File: config.mk
export PLATFORM = sky130hd
export DESIGN_NAME = ahb_bus_arbiter_flat
export DESIGN_NICKNAME = d
export VERILOG_FILES = /design/src/rtl/ahb_bus_arbiter_if.sv /design/src/rtl/ahb_bus_arbiter.sv /design/src/flat_wrapper.sv
export SDC_FILE = /design/constraint.sdc
export NUM_CORES = 1
export LEC_CHECK = 0
export ABC_AREA = 1
export BUFFER_PORTS_ARGS = -buffer_cell sky130_fd_sc_hd__clkbuf_2
export CAP_MARGIN = 15
export CELL_PAD_IN_SITES_DETAIL_PLACEMENT = 1
export CELL_PAD_IN_SITES_GLOBAL_PLACEMENT = 1
export CORE_MARGIN = 2
export CORE_UTILIZATION = 26
export CTS_CLUSTER_SIZE = 30
export DETAILED_ROUTE_END_ITERATION = 8
export GPL_TIMING_DRIVEN = 1
export PLACE_DENSITY_LB_ADDON = 0.1
export SLEW_MARGIN = 20
export SYNTH_ARGS = -nofsm -noshare
export SYNTH_HDL_FRONTEND = slang
export SYNTH_SLANG_ARGS = --single-unit
File: constraint.sdc
create_clock -name HCLK -period 1.86 [get_ports HCLK]
set_input_delay 0.186 -clock HCLK [delete_from_list [all_inputs] [get_ports HCLK]]
set_output_delay 0.186 -clock HCLK [all_outputs]
set_load 0.05 [all_outputs]
File: src/rtl/ahb_bus_arbiter_if.sv
// AHB arbitration bundle: request/lock/transfer-type inputs and registered grant outputs.
// The master modport is the requester side; the slave modport is the arbiter side.
interface ahb_bus_arbiter_if #(
    parameter int NUM_MASTERS = 4,
    parameter int MIDX_W      = 2
);
    logic [NUM_MASTERS-1:0] HBUSREQ;
    logic [NUM_MASTERS-1:0] HLOCK;
    logic [1:0]             HTRANS;
    logic                   HREADY;
    logic [NUM_MASTERS-1:0] HGRANT;
    logic [MIDX_W-1:0]      HMASTER;
    logic                   HMASTLOCK;

    modport master (
        output HBUSREQ, HLOCK, HTRANS, HREADY,
        input  HGRANT, HMASTER, HMASTLOCK
    );

    modport slave (
        input  HBUSREQ, HLOCK, HTRANS, HREADY,
        output HGRANT, HMASTER, HMASTLOCK
    );
endinterface

File: src/rtl/ahb_bus_arbiter.sv
// Round-robin AHB bus arbiter with locked sequences and a bounded ownership hold counter.
// Latency: grant registered on an HREADY edge, HMASTER/HMASTLOCK follow one HREADY edge later; HREADY=0 freezes all state.
module ahb_bus_arbiter #(
    parameter int NUM_MASTERS    = 4,
    parameter int MIDX_W         = 2,
    parameter int DEFAULT_MASTER = 0,
    parameter int HOLD_MAX       = 8
) (
    input  logic               HCLK,
    input  logic               HRESET,
    ahb_bus_arbiter_if.slave   bus
);
    typedef enum logic [1:0] {PARK, OWN, LOCK} state_t;

    localparam logic [MIDX_W-1:0]      DEF_IDX   = MIDX_W'(DEFAULT_MASTER);
    localparam logic [NUM_MASTERS-1:0] DEF_GRANT = NUM_MASTERS'(1) << DEFAULT_MASTER;
    localparam logic [7:0]             HOLD_LIM  = 8'(HOLD_MAX);

    state_t                 state_q, state_d;
    logic [NUM_MASTERS-1:0] grant_q, grant_d;
    logic [MIDX_W-1:0]      owner_q, owner_d;
    logic [MIDX_W-1:0]      rr_q, rr_d;
    logic [MIDX_W-1:0]      master_q;
    logic                   mastlock_q;
    logic [7:0]             hold_q, hold_d;
    logic [MIDX_W-1:0]      pick;
    int                     scan_idx;
    logic                   any_req, others_req, owner_req, owner_lock;
    logic                   seq_boundary, rearb;

    assign any_req      = |bus.HBUSREQ;
    assign others_req   = |(bus.HBUSREQ & ~grant_q);
    assign owner_req    = bus.HBUSREQ[owner_q];
    assign owner_lock   = bus.HLOCK[owner_q];
    assign seq_boundary = (bus.HTRANS == 2'b00) || (bus.HTRANS == 2'b10);

    // Scan offsets from far to near so the nearest requester after rr_q ends up winning;
    // offset NUM_MASTERS lands on rr_q itself, which covers the sole-requester re-grant.
    always_comb begin
        pick     = rr_q;
        scan_idx = 0;
        for (int k = NUM_MASTERS; k >= 1; k--) begin
            scan_idx = int'(rr_q) + k;
            if (scan_idx >= NUM_MASTERS) scan_idx = scan_idx - NUM_MASTERS;
            if (bus.HBUSREQ[scan_idx[MIDX_W-1:0]]) pick = scan_idx[MIDX_W-1:0];
        end
    end

    always_comb begin
        state_d = state_q;
        grant_d = grant_q;
        owner_d = owner_q;
        rr_d    = rr_q;
        hold_d  = hold_q;
        rearb   = 1'b0;

        case (state_q)
            PARK: rearb = any_req;
            OWN: begin
                if (!owner_req || (hold_q == HOLD_LIM && others_req)) begin
                    rearb = 1'b1;
                end else begin
                    hold_d = (hold_q == HOLD_LIM) ? hold_q : hold_q + 8'd1;
                    if (owner_lock) state_d = LOCK;
                end
            end
            LOCK: begin
                // Only a sequence boundary with the lock released lets the bus go.
                if (!owner_lock && seq_boundary) begin
                    if (!owner_req) rearb = 1'b1;
                    else            state_d = OWN;
                end
            end
            default: state_d = PARK;
        endcase

        if (rearb) begin
            hold_d = 8'd0;
            if (any_req) begin
                grant_d = NUM_MASTERS'(1) << pick;
                owner_d = pick;
                rr_d    = pick;
                state_d = bus.HLOCK[pick] ? LOCK : OWN;
            end else begin
                grant_d = DEF_GRANT;
                owner_d = DEF_IDX;
                state_d = PARK;
            end
        end
    end

    always_ff @(posedge HCLK) begin
        if (HRESET) begin
            state_q    <= PARK;
            grant_q    <= DEF_GRANT;
            owner_q    <= DEF_IDX;
            rr_q       <= DEF_IDX;
            hold_q     <= 8'd0;
            master_q   <= DEF_IDX;
            mastlock_q <= 1'b0;
        end else if (bus.HREADY) begin
            state_q    <= state_d;
            grant_q    <= grant_d;
            owner_q    <= owner_d;
            rr_q       <= rr_d;
            hold_q     <= hold_d;
            master_q   <= owner_q;
            mastlock_q <= (state_q == LOCK);
        end
    end

    assign bus.HGRANT    = grant_q;
    assign bus.HMASTER   = master_q;
    assign bus.HMASTLOCK = mastlock_q;
endmodule

File: src/flat_wrapper.sv
// flat-port wrapper written by rule: the top's interface ports become plain ports
module ahb_bus_arbiter_flat 
#(
    parameter int NUM_MASTERS    = 4,
    parameter int MIDX_W         = 2,
    parameter int DEFAULT_MASTER = 0,
    parameter int HOLD_MAX       = 8
)
  (HCLK, HRESET, bus_HBUSREQ, bus_HLOCK, bus_HTRANS, bus_HREADY, bus_HGRANT, bus_HMASTER, bus_HMASTLOCK);
  ahb_bus_arbiter_if #(.NUM_MASTERS(NUM_MASTERS), .MIDX_W(MIDX_W)) bus_i ();
  input  logic HCLK;
  input  logic HRESET;
  input wire logic [$bits(bus_i.HBUSREQ)-1:0] bus_HBUSREQ;
  input wire logic [$bits(bus_i.HLOCK)-1:0] bus_HLOCK;
  input wire logic [$bits(bus_i.HTRANS)-1:0] bus_HTRANS;
  input wire logic [$bits(bus_i.HREADY)-1:0] bus_HREADY;
  output wire logic [$bits(bus_i.HGRANT)-1:0] bus_HGRANT;
  output wire logic [$bits(bus_i.HMASTER)-1:0] bus_HMASTER;
  output wire logic [$bits(bus_i.HMASTLOCK)-1:0] bus_HMASTLOCK;
  assign bus_i.HBUSREQ = bus_HBUSREQ;
  assign bus_i.HLOCK = bus_HLOCK;
  assign bus_i.HTRANS = bus_HTRANS;
  assign bus_i.HREADY = bus_HREADY;
  assign bus_HGRANT = bus_i.HGRANT;
  assign bus_HMASTER = bus_i.HMASTER;
  assign bus_HMASTLOCK = bus_i.HMASTLOCK;
  ahb_bus_arbiter #(.NUM_MASTERS(NUM_MASTERS), .MIDX_W(MIDX_W), .DEFAULT_MASTER(DEFAULT_MASTER), .HOLD_MAX(HOLD_MAX)) u_core (.HCLK(HCLK), .HRESET(HRESET), .bus(bus_i));
endmodule
### Word level (Yosys, flattened, before mapping)

Cells that the tools add are included.

* register bits: 21
* output and inout port bits: 7
* logic and storage cells: 95

* add/sub/neg operators: 9
* order comparisons: 10
* equality and inequality tests: 11
* shift operators: 1
* mux-type cells: 40
* bitwise gates (word level): 2
* reduce and logical (&&, ||, !) cells: 15

Operator list (count)
* $mux W2: 16
* $mux W8: 4
* $lt A2 B3 Y1 const B: 6
* $bmux W1 S2: 7
* $mux W1: 10
* $ge A3 B3 Y1 const B: 3
* $ne A3 B1 Y1 const B: 3
* $add A8 B1 Y8 const B: 1
* $eq A8 B4 Y1 const B: 1
* $reduce_or A4 Y1: 2
* $sub A2 B1 Y2 const B: 4
* $add A2 B2 Y3 const B: 2
* $ne A2 B1 Y1 const B: 3
* $pmux W2 S3: 1
* $reduce_and A6 Y1: 1
* $add A2 B3 Y4 const B: 1
* $and A4 B4 Y4: 1
* $eq A2 B2 Y1 const B: 2
* $ge A4 B3 Y1 const B: 1
* $logic_not A2 Y1: 2
* $mux W4: 1
* $not A4 Y4: 1
* $reduce_and A4 Y1: 1
* $shl A1 B2 Y4 const A: 1
* 10 further kinds: 13

### Logic depth before layout (Yosys ltp)

Gate-level depths: netlist of run 1.

* depth in word-level cells: 14
* gate-level depth with buffers: 14

### Worst setup path after synthesis of run 1

OpenSTA, ideal clock, no wires.

* path type: flip-flop to flip-flop
* from: reg u_core.grant_q[0], in the netlist u_core.bus.HGRANT[0]
* to: reg u_core.hold_q[0]
* library setup time: 0.129 ns
* arrival time: 1.704 ns
* required time: 1.731 ns
* setup slack: 0.027 ns
* cell stages (with the launch flop): 14
* path buffers: 0
* cell sequence: dfxtp_1 > inv_1 > nand2_1 > o21ai_0 > o21ai_1 > nand2_1 > nand2_2 > nand3_4 > nand2_8 > nand2_8 > nand2_4 > nand2_2 > nand2_1 > nor2_2

* longest elaborated chain between the ends: 9
* elaborated cells between the ends (all ways): 12
* classes of those cells: eq/ne (2); mux (3); bitwise (2); reduce/logical (5)

RTL lines
* start, declared: line ahb_bus_arbiter.sv:20 `logic [NUM_MASTERS-1:0] grant_q, grant_d;`
* start signal, assigned: line ahb_bus_arbiter.sv:103 `grant_q <= grant_d;`
* $not A4 Y4 (*): line ahb_bus_arbiter.sv:32 `assign others_req = |(bus.HBUSREQ & ~grant_q);`
* $and A4 B4 Y4 (*): line ahb_bus_arbiter.sv:32
* $reduce_or A4 Y1 (*): line ahb_bus_arbiter.sv:32
* $logic_and A1 B1 Y1 (*): line ahb_bus_arbiter.sv:60 `if (!owner_req || (hold_q == HOLD_LIM && others_req)) begin`
* $logic_or A1 B1 Y1 (*): line ahb_bus_arbiter.sv:60
* $mux W1: line ahb_bus_arbiter.sv:60
* $pmux W1 S3: line ahb_bus_arbiter.sv:57 `case (state_q)`
* $ne A2 B1 Y1 (no line) / $reduce_bool A2 Y1 (equally long branches)
* $reduce_and A4 Y1 (no line)
* end signal, assigned: line ahb_bus_arbiter.sv:106 `hold_q <= hold_d;`
* end, declared: line ahb_bus_arbiter.sv:25 `logic [7:0] hold_q, hold_d;`

Every way passes the cells marked *; elsewhere a longest branch is shown, timed or not.
A chain may end at the register's enable or synchronous reset.

### Worst setup path in the final report of run 1

* from: reg u_core.hold_q[1]
* to: reg u_core.hold_q[7]

* longest elaborated chain between the ends: 7
* elaborated cells between the ends (all ways): 14
* classes of those cells: add/sub (1); eq/ne (3); mux (6); reduce/logical (4)

RTL lines (line)
* $eq A8 B4 Y1: ahb_bus_arbiter.sv:60, ahb_bus_arbiter.sv:63
* $logic_and A1 B1 Y1: ahb_bus_arbiter.sv:60
* $logic_or A1 B1 Y1: ahb_bus_arbiter.sv:60
* $mux W1: ahb_bus_arbiter.sv:60
* $pmux W1 S3: ahb_bus_arbiter.sv:57
* $ne A2 B1 Y1 (no line) / $reduce_bool A2 Y1 (equally long branches)
* $reduce_and A4 Y1 (no line)

Parallel ways exist; a longest one is shown, timed or not. The select of a mux whose other input is x is not followed.

==> summary.md, run 1 <==
| Metric | Value |
|---|---|
| Max_slew headroom | 71.6% |
| Syn Std Cell Area | 1540 um^2 |
| Antenna-violating nets left | 0 |
| Post-DP HPWL | 3.46 mm |
| Vias per cell | 4.54 |
| M3 GR Usage | 2.44% |
| Syn avg cell area | 6.40 um^2 |
| Post-route cell area | 1920 um^2 |
| Synth area leaders | dfxtp_1 27%, nand2_1 18%, nand3_1 11% |
| Final Net Count | 292 |
| Ys flop type | dfxtp_1 |
| ANT cells | 0 |
| Most instantiated cells after synthesis | 74 x nand2_1, 35 x nand3_1, 28 x inv_1 |
| LEAKAGE | 0.916 nW |
| Clk network pwr share | 12.4% |
| Crit path required time | 2.02 ns |
| Seq/Total Area, Yosys | 27.3% |
| EDFF count, synth | 0 |
| Post-synth top area cell | dfxtp_1 |
| Worst setup slack after layout | 0.124 ns |
| Vias | 1594 |
| IO Pins | 20 |
| Met2 GRT Util | 22.7% |
| Placer Congestion | 0.793 |
| TritonCTS Buffers | 3 |
| Arr. time, crit path | 1.90 ns |
| Port-buffer cells | 18 |
| Cts hold-fix bufs | 0 |
| Clk root buf | clkbuf_8 |
| Share of the synthesized area in the top cell type | 27.3% |
| M1 GR Usage | 20.9% |
| Critical path type | reg -> reg |
| Critical path endpoint category | flop |
| Clock transition at the registers of the reported paths | 0.08 ns |
| FILL cells | 781 |
| Cells after synthesis | 241 |
| HP Class | in -> reg |
| Worst-case hold slack | 0.280 ns |
| Busiest grt layer | met2 |
| Yosys warnings | 0 |
| Vias in the first global route | 1553 |
| Final period util | 93.3% |
| Largest net degree at the start of global routing | 14 |
| Setup violators final | 0 |
| PD cells | 1300 nW/um^2 |
| Final WL | 4.48 mm |
| Sink Count | 21 |
| Crit Path Max Fanout | 8 |
| Comb pwr share | 62.8% |
| Pint | 1.25 mW |
| Max-Cap Viols | 0 |
| CTS tree | built |
| Status | completed |
| Overall routing resource usage | 14.4% |
| Die H | 81 um |
| Worst-Margin Slew | 0.426 ns |
| Syn Nets | 256 |
| Pre-CTS setup slack | 0.0373 ns |
| # DRC | 0 |
| Share of layout cells above drive strength 1 | 26.1% |
| GRT overflow | 0 |
| Row count | 28 |
| Layout Skew | 0.00479 ns |
| Flop pwr share | 24.8% |
| Switching pwr | 1.25 mW |
| Clock Path Buffers | 2 |
| Yosys reg bits | 21 |
| Core area | 5820 um^2 |
| First-pass GRT wire length | 7.35 mm |
| Crit path time final | 1.74 ns |
| Placed inst area | 1800 um^2 |
| Library cells used by synthesis | 31 |
| Kind of start point of the critical path | flop |
| Initial antenna violation count | 0 |
| Pwr Total | 2.50 mW |
| Most frequent cell after synthesis | nand2_1 |
| Pre-antenna DRT Iters | 3 |
| Total die area | 6560 um^2 |
| Initial drt markers | 51 |
| Area delta synth->final | 24.7% |
| VDD IR max | 0.587 mV |
| Sw frac | 49.9% |
| Clock latency on the worst-skew pair | 0.26 ns |
| Die W | 81 um |
| DR WL/cell | 12.8 um |
| Async SR Flop Fraction | 0% |
| Starting Density | 26.5% |
| Slew Limit Fails | 0 |
| Final Hold Fails | 0 |
| H-tree depth | 1 |
| Fmax | 0.576 GHz |
## layout make-up
cell class                 instances  area, um^2  share of cell area [%]
multi-input combinational        185        1020                    53.3
sequential                        21         427                    22.2
timing repair buffer              34         210                    10.9
inverter                          32         120                    6.25
tap                               75        93.8                    4.88
clock buffer                       3        41.3                    2.15
clock inverter                     1        5.00                   0.260
## flip-flops by register name, indices dropped and copies added (netlist names)
| signal | count |
|---|---|
| u_core.bus.HGRANT | 4 |
| u_core.bus.HMASTER | 2 |
| u_core.bus.HMASTLOCK | 1 |
| u_core.hold_q | 8 |
| u_core.owner_q | 2 |
| u_core.rr_q | 2 |
| u_core.state_q | 2 |
## critical path, stage by stage (launching register included)
cell     delay, ns
dfxtp_2       0.34
inv_2         0.08
ha_2          0.17
nand3_2       0.08
nor2_1        0.12
o21ai_1       0.09
nand2_1       0.09
nand2_2       0.09
nand3_4       0.13
nand2_8       0.10
nand2_8       0.13
nand2_8       0.08
nand2_1       0.09
a21oi_2       0.05
## cell usage in the layout (no fill, tap or decap), types with 2 or more instances in the layout
cell type | Yosys | final
dfxtp_1 | 21 | 16
a21oi_1 | 13 | 11
clkbuf_2 | 0 | 18
nor3_1 | 2 | 2
nand2_2 | 5 | 4
nand3_1 | 35 | 33
xor2_1 | 4 | 4
buf_4 | 1 | 16
dfxtp_2 | 0 | 5
nor2_1 | 16 | 16
xnor2_1 | 2 | 2
nand4_1 | 3 | 3
o21ai_1 | 3 | 3
clkbuf_8 | 0 | 3
inv_2 | 4 | 5
nand2_4 | 2 | 4
a21oi_2 | 0 | 2
nor3b_1 | 2 | 2
nand2_8 | 2 | 3
nand2_1 | 74 | 73
o21ai_0 | 8 | 8
nand3_2 | 0 | 2
inv_1 | 28 | 27
## path summary, 6_finish.rpt
path | depth (start not counted) | start | slack, ns | endpoint
min | 3 | HRESET | 0.28 | u_core.hold_q[0]
max reg2reg | 13 | u_core.hold_q[1] | 0.12 | u_core.hold_q[7]
max | 13 | u_core.hold_q[1] | 0.12 | u_core.hold_q[7]
min reg2reg | 2 | u_core.bus.HGRANT[3] | 0.47 | u_core.bus.HGRANT[3]
## through the flow
stage / instances / setup TNS [ns] / utilization (%)
floorplan: 241 / 0 / -
global placement: 344 / 0 / 30.9
detailed placement: 344 / 0 / 30.9
CTS: 348 / 0 / 31.7
global route: 351 / -0.0228 / 33.0
finish: 351 / 0 / 33.0
## cells by family after synthesis
kind of cell | share of synthesized area [%]
xor gates and xnor gates | 3.41
and+or+nand+nor | 48.9
buffers and inverters | 10.1
AOI/OAI and AO/OA | 8.77
DFF | 27.3
adders and majority gates | 1.62
## power groups by stage
stage,combinational (mW),clock [mW],sequential (mW)
global route,1.77,0.347,0.639
global placement,1.47,0,0.625
floorplan,0.914,0,0.699
CTS,1.48,0.332,0.615
detailed placement,1.47,0,0.626
finish,1.57,0.309,0.621
## routing by layer
layer	vias up	wire length, um
met3	2	100
met4	0	19
met1	736	2420
met2	14	1940
li1	842	-
met5	-	0
## what timing repair did
item,4_1_cts,5_1_grt
buffers inserted,0,2
gates resized for setup,0,17
endpoints found under the setup margin,0,17
Note: power is estimated with default switching activity, not from simulation.
==> run 2, diff against run 1 <==
==> constraint.sdc (replaced) <==
create_clock -name HCLK -period 1.4 [get_ports HCLK]
set_input_delay 0.14 -clock HCLK [delete_from_list [all_inputs] [get_ports HCLK]]
set_output_delay 0.14 -clock HCLK [all_outputs]
set_load 0.05 [all_outputs]
==> run 2 against run 1 <==
  * The run now ends with setup timing left
  * Critical path depth increased by 1
  * Cell area increased by 30%
  * Worst hold slack got worse by 0.087 ns
  * Clock power increased by 35%
  * Combinational power increased by 82%
  * Die area unchanged
  * Sequential share of layout area decreased by 4.4 points
  * Clock skew increased by 0.0036 ns
  * Largest power group unchanged
==> summary.md, run 2 (synthesis results as in run 1) <==
| Metric | Value |
|---|---|
| Critical path endpoint category | flop (unchanged) |
| Placer Congestion | 0.810 (was 0.793) |
| Max-Cap Viols | 0 (unchanged) |
| RSZ-0062 raised after global routing | yes |
| Crit path time final | 1.67 ns (was 1.74 ns) |
| Vias per cell | 4.65 (was 4.54) |
| Crit Path Max Fanout | 8 (unchanged) |
| Hold depth | 2 (was 3) |
| Failing checks | setup timing |
| Flop2flop setup slack | -0.27 ns (was 0.12 ns) |
| Core area | 5820 um^2 (unchanged) |
| H-tree depth | 1 (unchanged) |
| Worst-Margin Slew | 0.454 ns (was 0.426 ns) |
| Sink Count | 21 (unchanged) |
| Largest net degree at the start of global routing | 14 (unchanged) |
| Worst setup slack after layout | -0.272 ns (was 0.124 ns) |
| Clock transition at the registers of the reported paths | 0.09 ns (was 0.08 ns) |
| Total die area | 6560 um^2 (unchanged) |
| Starting Density | 26.5% (unchanged) |
| Cts hold-fix bufs | 0 (unchanged) |
| Most common cell after layout, fill and taps aside | nand2_1 (unchanged) |
| HP Class | in -> reg (unchanged) |
| Reg with most FFs | u_core.hold_q (unchanged) |
| Largest register FFs | 8 (unchanged) |
| Worst-case hold slack | 0.193 ns (was 0.280 ns) |
| # DRC | 0 (unchanged) |
| CTS tree | built (unchanged) |
| PD cells | 1640 nW/um^2 (was 1300 nW/um^2) |
| Post-route cell area | 2500 um^2 (was 1920 um^2) |
| Pre-antenna DRT Iters | 4 (was 3) |
| Row count | 28 (unchanged) |
| VDD IR max | 0.731 mV (was 0.587 mV) |
| Antenna-violating nets left | 0 (unchanged) |
| Setup violators final | 18 (was 0) |
| First-pass GRT wire length | 8.21 mm (was 7.35 mm) |
| Placed inst area | 2140 um^2 (was 1800 um^2) |
| DR WL/cell | 13.6 um (was 12.8 um) |
| Overall routing resource usage | 16.1% (was 14.4%) |
| Critical path origin | u_core.hold_q[0] (was u_core.hold_q[1]) |
| HP Start | bus_HREADY (was HRESET) |
| Die W | 81 um (unchanged) |
| Final Net Count | 331 (was 292) |
| Most frequent cells in the layout | 51 x nand2_1, 49 x buf_4, 27 x nand3_1, 23 x inv_1, 22 x nand2_2 (was 73 x nand2_1, 33 x nand3_1, 27 x inv_1, 18 x clkbuf_2) |
| Area delta synth->final | 62.0% (was 24.7%) |
| ANT cells | 0 (unchanged) |
| Fmax | 0.598 GHz (was 0.576 GHz) |
| Initial drt markers | 40 (was 51) |
| Vias | 1813 (was 1594) |
| Clk root buf | clkbuf_8 (unchanged) |
| Final Hold Fails | 0 (unchanged) |
| Critical path type | reg -> reg (unchanged) |
| FF-to-FF path depth | 14 (was 13) |
| Slew Limit Fails | 0 (unchanged) |
| Post-DP HPWL | 3.92 mm (was 3.46 mm) |
| LEAKAGE | 1.17 nW (was 0.916 nW) |
| Port-buffer cells | 18 (unchanged) |
| IO Pins | 20 (unchanged) |
| Layout Skew | 0.00843 ns (was 0.00479 ns) |
| Share of layout cells above drive strength 1 | 50.2% (was 26.1%) |
| Launching point of the worst reg2reg path | u_core.hold_q[0] (was u_core.hold_q[1]) |
| Clock Path Buffers | 2 (unchanged) |
| Initial antenna violation count | 0 (unchanged) |
| Vias in the first global route | 1734 (was 1553) |
| Final period util | 119% (was 93.3%) |
| Max_slew headroom | 69.7% (was 71.6%) |
| Status | finished with violations (was completed) |
| Arr. time, crit path | 1.88 ns (was 1.90 ns) |
| Clock latency on the worst-skew pair | 0.27 ns (was 0.26 ns) |
| FILL cells | 767 (was 781) |
| TritonCTS Buffers | 3 (unchanged) |
| Crit path required time | 1.61 ns (was 2.02 ns) |
| Kind of start point of the critical path | flop (unchanged) |
| Die H | 81 um (unchanged) |
| GRT overflow | 0 (unchanged) |
| Final WL | 5.30 mm (was 4.48 mm) |
## run 2: timing repair
action | CTS | global route
setup buffers | 5 | 1
cloned | 1 | 1
pin swaps | 12 | 14
gates resized for setup | 22 | 46
hold endpoints to repair | 0 | 0
endpoints found under the setup margin | 18 | 18
## run 2: area by class of cell
type	instances	area, um^2	share of cell area [%]
multi-input combinational	185	1220	49.0
timing repair buffer	73	557	22.3
sequential	21	444	17.8
inverter	32	133	5.31
tap	75	93.8	3.76
clock buffer	4	45.0	1.80
## run 2: worst max-delay path: stages, from the launching register on
cell and delay (ns):
dfxtp_2 0.34, inv_4 0.07, ha_4 0.14, nand3_4 0.07
nor2_4 0.12, o21ai_4 0.08, nand2_2 0.08, nand2_4 0.07
buf_6 0.13, nand4_4 0.08, buf_12 0.14, nand2_8 0.09
nand2_2 0.08, nand2_2 0.05, nor2_2 0.08
## run 2: final timing paths
kind / end
max: u_core.hold_q[0]
min: u_core.bus.HMASTER[1]
max reg2reg: u_core.hold_q[0]
min reg2reg: u_core.bus.HMASTLOCK
## run 2: power breakdown
part | switching, mW | internal, mW | leakage, nW | total [mW]
Combinational | 1.67 | 1.19 | 0.970 | 2.86
Sequential | 0.0932 | 0.737 | 0.176 | 0.830
Clock | 0.214 | 0.203 | 0.0228 | 0.417
Total | 1.98 | 2.13 | 1.17 | 4.11
## run 2: stage by stage
stage	setup slack, ns	utilization (%)	power (mW)	std cells	TNS [ns]
finish	-0.272	42.9	4.11	390	-3.99
global route	-0.373	42.9	4.42	390	-5.97
CTS	-0.256	39.8	3.81	388	-4.18
detailed placement	-0.316	36.8	3.14	378	-4.70
global placement	-0.311	36.8	3.11	378	-4.46
floorplan	-0.168	-	2.27	241	-1.68
## run 2: per-layer routing
layer / part of all wire [%] / vias up / global-route usage, %
li1: - / 925 / -
met1: 48 / 869 / 22.6
met2: 49 / 17 / 26.0
met3: 2.5 / 2 / 3.11
met4: 0.36 / 0 / 2.37
met5: 0 / - / 0
==> run 3, diff against run 2 <==
--- a/config.mk
+++ b/config.mk
@@ -5,7 +5,7 @@
 export SDC_FILE = /design/constraint.sdc
 export NUM_CORES = 1
 export LEC_CHECK = 0
-export ABC_AREA = 1
+export ABC_AREA = 0
 export BUFFER_PORTS_ARGS = -buffer_cell sky130_fd_sc_hd__clkbuf_2
 export CAP_MARGIN = 15
 export CELL_PAD_IN_SITES_DETAIL_PLACEMENT = 1
==> run 3 against run 2 <==
  * The flow still finishes with violations (setup timing)
  * Setup slack got worse by 0.24 ns
  * Worst hold slack improved by 0.12 ns
  * Cell area fell by 6.5%
  * Critical path type unchanged
  * Largest cell class unchanged
==> summary.md, run 3 <==
| Metric | Value |
|---|---|
| Status | finished with violations (unchanged) |
| Failing checks | setup timing (unchanged) |
| Share of the synthesized area in the top cell type | 31.3% (was 27.3%) |
| Cells after synthesis | 160 (was 241) |
| Endpoint of the worst hold path | u_core.bus.HGRANT[3] (was u_core.bus.HMASTER[1]) |
| Clock latency on the worst-skew pair | 0.26 ns (was 0.27 ns) |
| Max-Cap Viols | 0 (unchanged) |
| Busiest grt layer | met2 (unchanged) |
| Clock Path Buffers | 2 (unchanged) |
| Layout Skew | 0.00796 ns (was 0.00843 ns) |
| Largest net degree at the start of global routing | 17 (was 14) |
| Final WL | 4.91 mm (was 5.30 mm) |
| Met2 GRT Util | 33.2% (was 26.0%) |
| GRT overflow | 0 (unchanged) |
| IO Pins | 20 (unchanged) |
| Library cells used by synthesis | 53 (was 31) |
| Setup violators final | 18 (unchanged) |
| Pre-antenna DRT Iters | 4 (unchanged) |
| Vias in the first global route | 1665 (was 1734) |
| CTS tree | built (unchanged) |
| Placer Congestion | 0.762 (was 0.810) |
| FILL cells | 588 (was 767) |
| Yosys warnings | 0 (unchanged) |
| Pwr Total | 2.18 mW (was 4.11 mW) |
| FF-to-FF path depth | 8 (was 14) |
| Flop pwr share | 31.2% (was 20.2%) |
| Clock transition at the registers of the reported paths | 0.08 ns (was 0.09 ns) |
| Most frequent cells in the layout | 55 x buf_4, 18 x clkbuf_2, 12 x nor2_1, 11 x a21oi_1, 11 x dfxtp_1 (was 51 x nand2_1, 49 x buf_4, 27 x nand3_1, 23 x inv_1, 22 x nand2_2) |
| Slowest cell delay on critical path | 0.43 ns (was 0.34 ns) |
| # DRC | 0 (unchanged) |
| DR WL/cell | 15.8 um (was 13.6 um) |
| Most common cell after layout, fill and taps aside | buf_4 (was nand2_1) |
| Yosys reg bits | 21 (unchanged) |
| Arr. time, crit path | 2.12 ns (was 1.88 ns) |
| Overall routing resource usage | 16.9% (was 16.1%) |
| CP max-delay cell | or4_4 (was dfxtp_2) |
| Slew Limit Fails | 0 (unchanged) |
| First-pass GRT wire length | 7.93 mm (was 8.21 mm) |
| Synth area leaders | dfxtp_1 31%, a21oi_1 7.1%, mux2i_1 5.2% (was dfxtp_1 27%, nand2_1 18%, nand3_1 11%) |
| Antenna-violating nets left | 0 (unchanged) |
| LEAKAGE | 0.938 nW (was 1.17 nW) |
| Sw frac | 36.3% (was 48.1%) |
| Post-synth top area cell | dfxtp_1 (unchanged) |
| Max_slew headroom | 73.3% (was 69.7%) |
| Final Net Count | 257 (was 331) |
| Area delta synth->final | 73.6% (was 62.0%) |
| Initial drt markers | 25 (was 40) |
| Core area | 5040 um^2 (was 5820 um^2) |
| H-tree depth | 1 (unchanged) |
| Vias per cell | 4.98 (was 4.65) |
| PD cells | 935 nW/um^2 (was 1640 nW/um^2) |
| VDD IR max | 0.371 mV (was 0.731 mV) |
| Critical path endpoint category | flop (unchanged) |
| Final period util | 137% (was 119%) |
| EDFF count, synth | 0 (unchanged) |
| Share of layout cells above drive strength 1 | 59.3% (was 50.2%) |
| TritonCTS Buffers | 3 (unchanged) |
| Comb pwr share | 49.8% (was 69.6%) |
| Seq/Total Area, Yosys | 31.3% (was 27.3%) |
| Row count | 26 (was 28) |
| Die W | 75.9 um (was 81 um) |
| Worst-Margin Slew | 0.401 ns (was 0.454 ns) |
| RR Endpoint | u_core.hold_q[6] (was u_core.hold_q[0]) |
| Critical path type | reg -> reg (unchanged) |
| Clk network pwr share | 18.9% (was 10.2%) |
| Crit Path Max Fanout | 5 (was 8) |
| Total die area | 5760 um^2 (was 6560 um^2) |
| Async SR Flop Fraction | 0% (unchanged) |
| Worst setup slack after layout | -0.512 ns (was -0.272 ns) |
| Largest register FFs | 8 (unchanged) |
| Syn avg cell area | 8.41 um^2 (was 6.40 um^2) |
| Crit-path cells | inv_2 -> ha_4 -> nor4b_4 -> nand2_2 -> o21ai_4 -> a211oi_4 -> or4_4 -> a21oi_2 (was inv_4 -> ha_4 -> nand3_4 -> nor2_4 -> o21ai_4 -> nand2_2 -> nand2_4 -> buf_6 -> nand4_4 -> buf_12 -> nand2_8 -> nand2_2 -> nand2_2 -> nor2_2) |
| Clk root buf | clkbuf_8 (unchanged) |
| Starting Density | 26.7% (was 26.5%) |
| Post-DP HPWL | 3.53 mm (was 3.92 mm) |
| Crit path required time | 1.60 ns (was 1.61 ns) |
| Switching pwr | 0.793 mW (was 1.98 mW) |
| Final Hold Fails | 0 (unchanged) |
| Kind of start point of the critical path | flop (unchanged) |
| Sink Count | 21 (unchanged) |
| Critical path's top delay family | simple AND/OR/NAND/NOR gates (unchanged) |
| HP Start | HRESET (was bus_HREADY) |
| Port-buffer cells | 18 (unchanged) |
| Flop2flop setup slack | -0.51 ns (was -0.27 ns) |
| Final core utilization | 46.3% (was 42.9%) |
| Initial antenna violation count | 0 (unchanged) |
| Most frequent cell after synthesis | dfxtp_1 (was nand2_1) |
| HP Class | in -> reg (unchanged) |
| Crit path time final | 1.91 ns (was 1.67 ns) |
| Ys flop type | dfxtp_1 (unchanged) |
| RSZ-0062 raised after global routing | yes (unchanged) |
| ANT cells | 0 (unchanged) |
| Launching point of the worst reg2reg path | u_core.hold_q[0] (unchanged) |
| Hold depth | 2 (unchanged) |
| Pint | 1.39 mW (was 2.13 mW) |
| M1 GR Usage | 19.6% (was 22.6%) |
| Die H | 75.9 um (was 81 um) |
| Reg with most FFs | u_core.hold_q (unchanged) |
| Fmax | 0.523 GHz (was 0.598 GHz) |
| Syn Nets | 175 (was 256) |
| Critical path origin | u_core.hold_q[0] (unchanged) |
| Most instantiated cells after synthesis | 21 x dfxtp_1, 19 x a21oi_1, 12 x nor2_1 (was 74 x nand2_1, 35 x nand3_1, 28 x inv_1) |
| Vias | 1548 (was 1813) |
| M3 GR Usage | 1.79% (was 3.11%) |
| Bufs and invs on worst path | 1 (was 3) |
| Syn Std Cell Area | 1350 um^2 (was 1540 um^2) |
[run 3: cell count changes in the layout (fill, tap and decap cells not counted), moves of 4 or more]
cell,change
inv_1,-17
buf_6,+4
buf_4,+6
nand2_2,-21
nand3_1,-26
a21oi_1,+4
mux2i_1,+6
o31ai_2,+4
nand2_1,-45
nand3_2,-6
nand2_4,-8
[run 3: stage by stage]
stage               TNS [ns]  worst slack [ns]  instances  hold WS, ns  instance area (um^2)
floorplan              -5.75            -0.423        160        0.209                  1410
global placement       -8.49            -0.601        295        0.480                  1930
detailed placement     -9.45            -0.667        295        0.492                  1930
CTS                    -8.53            -0.545        307        0.311                  2130
global route           -9.59            -0.600        311        0.335                  2330
finish                 -7.97            -0.512        311        0.315                  2330
[run 3: worst max-delay path by stage]
stage	to	cells after the start
global route	u_core.hold_q[6]	8
global placement	u_core.state_q[1]	7
CTS	u_core.state_q[1]	7
detailed placement	u_core.hold_q[1]	6
finish	u_core.hold_q[6]	8
floorplan	u_core.hold_q[5]	7
[run 3: area by class of cell]
| class | count | area (um^2) | area share [%] |
|---|---|---|---|
| clock buffer | 4 | 45.0 | 1.93 |
| inverter | 8 | 30.0 | 1.29 |
| multi-input combinational | 126 | 1110 | 47.5 |
| sequential | 21 | 440 | 18.9 |
| tap | 70 | 87.6 | 3.75 |
| timing repair buffer | 82 | 622 | 26.6 |
[run 3: repair_timing]
item	in CTS	in global routing
hold buffers	0	0
gates cloned	1	0
endpoints found under the setup margin	18	18
hold endpoints to repair	0	0
pin swaps	15	22
buffers inserted	7	4
resized for setup	18	41
[run 3: cell families after synthesis]
| kind of cell | Yosys count | share of synthesized area, % |
|---|---|---|
| adders and majority gates | 2 | 1.86 |
| buffers and inverters | 14 | 5.12 |
| DFF | 21 | 31.3 |
| and+or+nand+nor | 57 | 24.7 |
| AOI/OAI and AO/OA | 54 | 28.1 |
| xor gates and xnor gates | 2 | 1.30 |
| muxes | 10 | 7.72 |
[run 3: power groups by stage]
| stage | Clock, mW | Combinational, mW | Sequential (mW) |
|---|---|---|---|
| 2_1_floorplan | 0 | 0.404 | 0.737 |
| 3_3_place_gp | 0 | 0.746 | 0.690 |
| 4_1_cts | 0.433 | 0.930 | 0.679 |
| 6_report | 0.413 | 1.09 | 0.682 |
| 5_1_grt | 0.468 | 1.16 | 0.688 |
| 3_5_place_dp | 0 | 0.766 | 0.692 |
[run 3: routing by layer]
metal	vias up	part of all wire, %
li1	759	-
met1	766	44
met2	19	54
met3	4	1.8
met4	0	0.59
met5	-	0
